`src/rtl/twiddle_fetch_ctrl.sv`:
```
// twiddle_fetch_ctrl
//   Sequencer for a 2^QW-entry quarter-wave sine ROM with a 1-cycle registered read.
//   It takes one full-circle phase index per request and issues two reads through the
//   single ROM port, first sin and then cos. It folds the quarter-wave symmetry
//   (address mirror plus negation) and returns signed DW-bit sin/cos over valid/ready.
//
// Ports
//   clk, rst          : clock and asynchronous active-high reset
//   in_valid/in_ready : phase request handshake; in_phase is the full-circle index
//   rom_addr/rom_data : ROM read port; data arrives the cycle after its address
//   out_valid/out_ready, out_sin, out_cos : result handshake and signed twiddles
//
// Sequence: IDLE -> ADDR_S -> ADDR_C -> WAIT_C -> OUT -> IDLE. This is one request
// every 5 clk when out_ready is held high.
module twiddle_fetch_ctrl #(
    parameter int QW = 6,
    parameter int DW = 8,
    parameter int AW = 8
) (
    input  logic                 clk,
    input  logic                 rst,
    input  logic                 in_valid,
    output logic                 in_ready,
    input  logic [QW+1:0]        in_phase,
    output logic [AW-1:0]        rom_addr,
    input  logic [DW-1:0]        rom_data,
    output logic                 out_valid,
    input  logic                 out_ready,
    output logic signed [DW-1:0] out_sin,
    output logic signed [DW-1:0] out_cos
);

    typedef enum logic [2:0] {
        IDLE   = 3'd0,
        ADDR_S = 3'd1,
        ADDR_C = 3'd2,
        WAIT_C = 3'd3,
        OUT    = 3'd4
    } state_t;

    state_t                r_state;
    logic                  r_in_ready;
    logic                  r_out_valid;
    logic [AW-1:0]         r_rom_addr;
    logic [QW+1:0]         r_phase;
    logic                  r_sin_neg;
    logic signed [DW-1:0]  r_sin;
    logic signed [DW-1:0]  r_cos;
    logic [QW+1:0]         w_cos_phase;

    // cos(p) = sin(p + quarter turn). The add wraps naturally at QW+2 bits.
    assign w_cos_phase = r_phase + {2'b01, {QW{1'b0}}};

    // Odd quadrants read the table backwards. 2^QW-1-i is simply ~i.
    // The upper address bits are zero-extended.
    function automatic logic [AW-1:0] f_addr(input logic [QW+1:0] x);
        logic [QW-1:0] idx;
        idx = x[QW] ? ~x[QW-1:0] : x[QW-1:0];
        return AW'(idx);
    endfunction

    // The lower half-circle is negated. ROM entries never exceed 2^(DW-1)-1, so this cannot overflow.
    function automatic logic [DW-1:0] f_sign(input logic [DW-1:0] d, input logic neg);
        return neg ? (~d + DW'(1)) : d;
    endfunction

    always_ff @(posedge clk or posedge rst) begin
        if (rst) begin
            r_state     <= IDLE;
            r_in_ready  <= 1'b1;
            r_out_valid <= 1'b0;
            r_rom_addr  <= '0;
            r_phase     <= '0;
            r_sin_neg   <= 1'b0;
            r_sin       <= '0;
            r_cos       <= '0;
        end else begin
            case (r_state)
                IDLE: begin
                    if (in_valid) begin
                        // The sin address is registered on the accept edge.
                        // The ROM therefore sees it throughout ADDR_S.
                        r_phase    <= in_phase;
                        r_rom_addr <= f_addr(in_phase);
                        r_in_ready <= 1'b0;
                        r_state    <= ADDR_S;
                    end
                end
                ADDR_S: begin
                    r_rom_addr <= f_addr(w_cos_phase);
                    r_sin_neg  <= r_phase[QW+1];
                    r_state    <= ADDR_C;
                end
                ADDR_C: begin
                    // The sin word sampled by the ROM at the end of ADDR_S is on rom_data now.
                    r_sin   <= f_sign(rom_data, r_sin_neg);
                    r_state <= WAIT_C;
                end
                WAIT_C: begin
                    r_cos       <= f_sign(rom_data, w_cos_phase[QW+1]);
                    r_out_valid <= 1'b1;
                    r_state     <= OUT;
                end
                OUT: begin
                    if (out_ready) begin
                        r_out_valid <= 1'b0;
                        r_in_ready  <= 1'b1;
                        r_state     <= IDLE;
                    end
                end
                default: begin
                    r_state     <= IDLE;
                    r_in_ready  <= 1'b1;
                    r_out_valid <= 1'b0;
                end
            endcase
        end
    end

    assign in_ready  = r_in_ready;
    assign out_valid = r_out_valid;
    assign rom_addr  = r_rom_addr;
    assign out_sin   = r_sin;
    assign out_cos   = r_cos;

endmodule

```
`config.mk`:
```
export PLATFORM = sky130hd
export DESIGN_NAME = twiddle_fetch_ctrl
export DESIGN_NICKNAME = d
export VERILOG_FILES = /design/src/rtl/twiddle_fetch_ctrl.sv
export SDC_FILE = /design/constraint.sdc
export NUM_CORES = 1
export LEC_CHECK = 0
export ABC_AREA = 1
export BUFFER_PORTS_ARGS = -buffer_cell sky130_fd_sc_hd__buf_2
export CAP_MARGIN = 20
export CORE_UTILIZATION = 40
export DETAILED_ROUTE_END_ITERATION = 12
export GPL_TIMING_DRIVEN = 0
export SYNTH_ARGS = -nofsm -noshare
export SYNTH_HDL_FRONTEND = slang
export SYNTH_SLANG_ARGS = --single-unit
```
`constraint.sdc`:
```
create_clock -name clk -period 1.3 [get_ports clk]
set_input_delay 0.195 -clock clk [delete_from_list [all_inputs] [get_ports clk]]
set_output_delay 0.195 -clock clk [all_outputs]
set_load 0.01 [all_outputs]
```
==> results_dict.tcl <==
set metrics [dict create \
    timing.final.crit_share_pct 95.1 \
    ys_ff_latch 36 \
    clkSlewWorstSetupHoldPaths_ns 0.07 \
    ys.flop_type "dfrtp_1" \
    rows 24 \
    rsz0062_at_grt "true" \
    p_leak_nw 1.31 \
    hold_viol 0 \
    fp.dieW_um 71.3 \
    fmax_mhz 809 \
    postLayoutCellArea_um2 2460 \
    synth_top_area_share_pct 45.6 \
    worst_slew_pin_slew_ns 0.756 \
    synth_top_area_cell "dfrtp_1" \
    n_fill_cell 421 \
    yosysSeqAreaShare_pct 47.0 \
    synth_common_cells "76 x nand2_1, 35 x dfrtp_1, 30 x inv_1, 25 x nand3_1, 15 x nor2_1" \
    ff2ff_setup_slack_ns 0.06 \
    cts_buffer_depth 2 \
    arrival_ns 1.42 \
    drtIter0Drc 92 \
    diodes 0 \
    comb_power_share_pct 53.3 \
    peakVddDrop_mv 1.02 \
    hold_path_class "input port to asynchronous set/reset pin" \
    synth_fa_ha_area_share_pct 0.652 \
    antenna_left 0 \
    ys_async_sr_fraction_pct 100 \
    cts.sinks 36 \
    instances_no_fill 360 \
    p_per_area_nw_per_um2 2530 \
    period_needed_ns 1.24 \
    synth_edf_count 0 \
    yosysWarnings 0 \
    drc 2 \
    p_sw_share_pct 42.5 \
    first_pass_iters 8 \
    gr-total-overflow 0 \
    io_pins 46 \
    switchingPower_mw 2.64 \
    worstSetupPathType "register to register" \
    finalClockSkew_ns 0.00234 \
    synth_cells 249 \
    gp_congestion 0.859 \
    nets 328 \
    finalSetupViolCount 0 \
    grt_usage_pct 19.3 \
    fp.dieH_um 71.3 \
    clock-root-buffer "clkbuf_8" \
    synthMuxAreaShare_pct 0 \
    cts_tree "yes" \
    grt_max_degree 37 \
    slew_headroom_pct 49.5 \
    start_kind "register" \
    num_vias 1788 \
    drive_above_1_share_pct 30.8 \
    grt_pass1_vias 1699 \
    dieArea_um2 5080 \
    yosysMostFrequentCell "nand2_1" \
    status "finished, violations left" \
    viasPerCell 4.97 \
    cts_buffers 5 \
    critPathRequiredTime_ns 1.48 \
    ys_types 22 \
    dp_cells 345 \
    port_buffers 43 \
    antenna_found_initial 0 \
    synth_xor_xnor_area_share_pct 4.04 \
    clock_power_share_pct 13.3 \
    synthSimpleGateAreaFrac_pct 25.7 \
    grt_first_pass_wirelength_um 7610 \
    p_int_mw 3.58 \
    synth_top_family_by_area "simple AND/OR/NAND/NOR gates" \
    violations "DRC" \
    clk_latency_ns 0.29 \
    cts_hold_buf 0 \
    maxCapViolCount 0 \
    dpl_cell_area_um2 2200 \
    area_growth_pct 28.0 \
    dpl.hpwl_um 3210 \
    syn_area_um2 1920 \
    start_util_pct 42.9 \
    wire_per_inst_um 12.5 \
    final_max_slew_viol_count 0 \
    htreeDepth 2 \
    coreArea_um2 4470 \
    yosys-top-cells-area "dfrtp_1 46%, nand2_1 15%, nand3_1 6.5%" \
    seqPwrFrac_pct 33.5 \
    path_max_fanout 10 \
    avgSynthCellArea_um2 7.71 \
    synth-compound-area-share_pct 12.8 \
    tns_ns 0 \
    endpoint_kind "register" \
    routed_wl_um 4520 \
]
final timing paths:
| kind | endpoint | startpoint | depth (start not counted) |
|---|---|---|---|
| min | r_state[0]$_DFFE_PP0P_ | rst | 2 |
| min reg2reg | out_valid$_DFFE_PP0P_ | out_valid$_DFFE_PP0P_ | 2 |
| max reg2reg | out_cos[5]$_DFFE_PP0P_ | r_phase[6]$_DFFE_PP0P_ | 7 |
| max | out_cos[5]$_DFFE_PP0P_ | r_phase[6]$_DFFE_PP0P_ | 7 |
| max in group asynchronous | r_state[2]$_DFFE_PP0P_ | rst | 2 |
| min in group clk | r_phase[3]$_DFFE_PP0P_ | in_phase[3] | 3 |
cell type report:
cell class	instances	area, µm²	share of cell area (%)
multi-input cells	173	912	37.1
clock buffers	8	90.1	3.67
repair buffers	50	275	11.2
flip-flops and latches	36	905	36.8
well taps	52	65.1	2.65
inverters	30	113	4.58
plain buffers	11	96.3	3.92
critical path: stages (launching register included):
cell and delay [ns]:
dfrtp_1 0.38, buf_6 0.15, xor2_4 0.16, buf_6 0.15, o21ai_2 0.11, inv_1 0.04, nand2_1 0.08, nand2_1 0.06
placed cells by master, fill, tap and decap left out, types with 2 or more instances in the layout:
master / synthesis / final
o21ai_1: 10 / 11
nand3_1: 25 / 24
dfrtp_2: 0 / 2
o21ai_2: 1 / 5
o211ai_1: 7 / 7
inv_2: 0 / 5
nor2_1: 15 / 13
o21ai_0: 13 / 8
nand2_1: 76 / 67
buf_6: 0 / 7
buf_2: 4 / 45
conb_1: 1 / 2
a21oi_1: 11 / 11
clkbuf_8: 0 / 6
inv_1: 30 / 25
dfrtp_1: 35 / 33
clkbuf_1: 0 / 2
nand2_2: 0 / 8
buf_4: 7 / 9
xnor2_1: 6 / 6
cells by family (layout without fill, tap and decap cells):
kind of cell,Yosys count,in the layout
other,1,2
AOI/OAI and AO/OA,44,44
adders and majority gates,1,1
DFF,36,36
and+or+nand+nor,118,118
buffers and inverters,41,99
xor gates and xnor gates,8,8
flip-flops by register name, summed over array words and instances (netlist names):
signal     cells
in_ready       1
out_cos        8
out_sin        8
out_valid      1
r_phase        8
r_sin_neg      1
r_state        3
rom_addr       6
per-layer routing:
layer | vias up | wire [µm] | track usage (%)
met5 | - | 0 | 0
met4 | 0 | 70 | 6.67
met3 | 6 | 193 | 4.22
met2 | 35 | 1980 | 30.8
met1 | 841 | 2270 | 26.1
li1 | 906 | - | -
metrics by stage:
stage | setup WS [ns] | utilization, % | hold WS [ns] | power [mW]
CTS | -0.00732 | 51.6 | 0.0663 | 5.77
detailed placement | -0.125 | 49.2 | 0.375 | 4.89
finish | 0.0633 | 54.9 | 0.0393 | 6.22
global route | -0.0308 | 54.9 | 0.121 | 6.78
global placement | -0.257 | 49.2 | 0.452 | 4.83
floorplan | 0.106 | - | 0.348 | 4.01
power by group through the flow:
stage / clock network (mW) / registers [mW] / logic [mW]
2_1_floorplan: 0 / 2.20 / 1.81
3_3_place_gp: 0 / 2.03 / 2.80
3_5_place_dp: 0 / 2.04 / 2.84
4_1_cts: 0.840 / 2.03 / 2.90
5_1_grt: 0.891 / 2.15 / 3.74
6_report: 0.826 / 2.08 / 3.31
what timing repair did:
item | CTS | global route
resized for setup | 3 | 39
setup buffers | 1 | 5
pin swaps | 1 | 4
setup endpoints to repair | 9 | 30
gates cloned | 0 | 1
hold endpoints to repair | 0 | 0
Power figures use the tool's default switching activity.
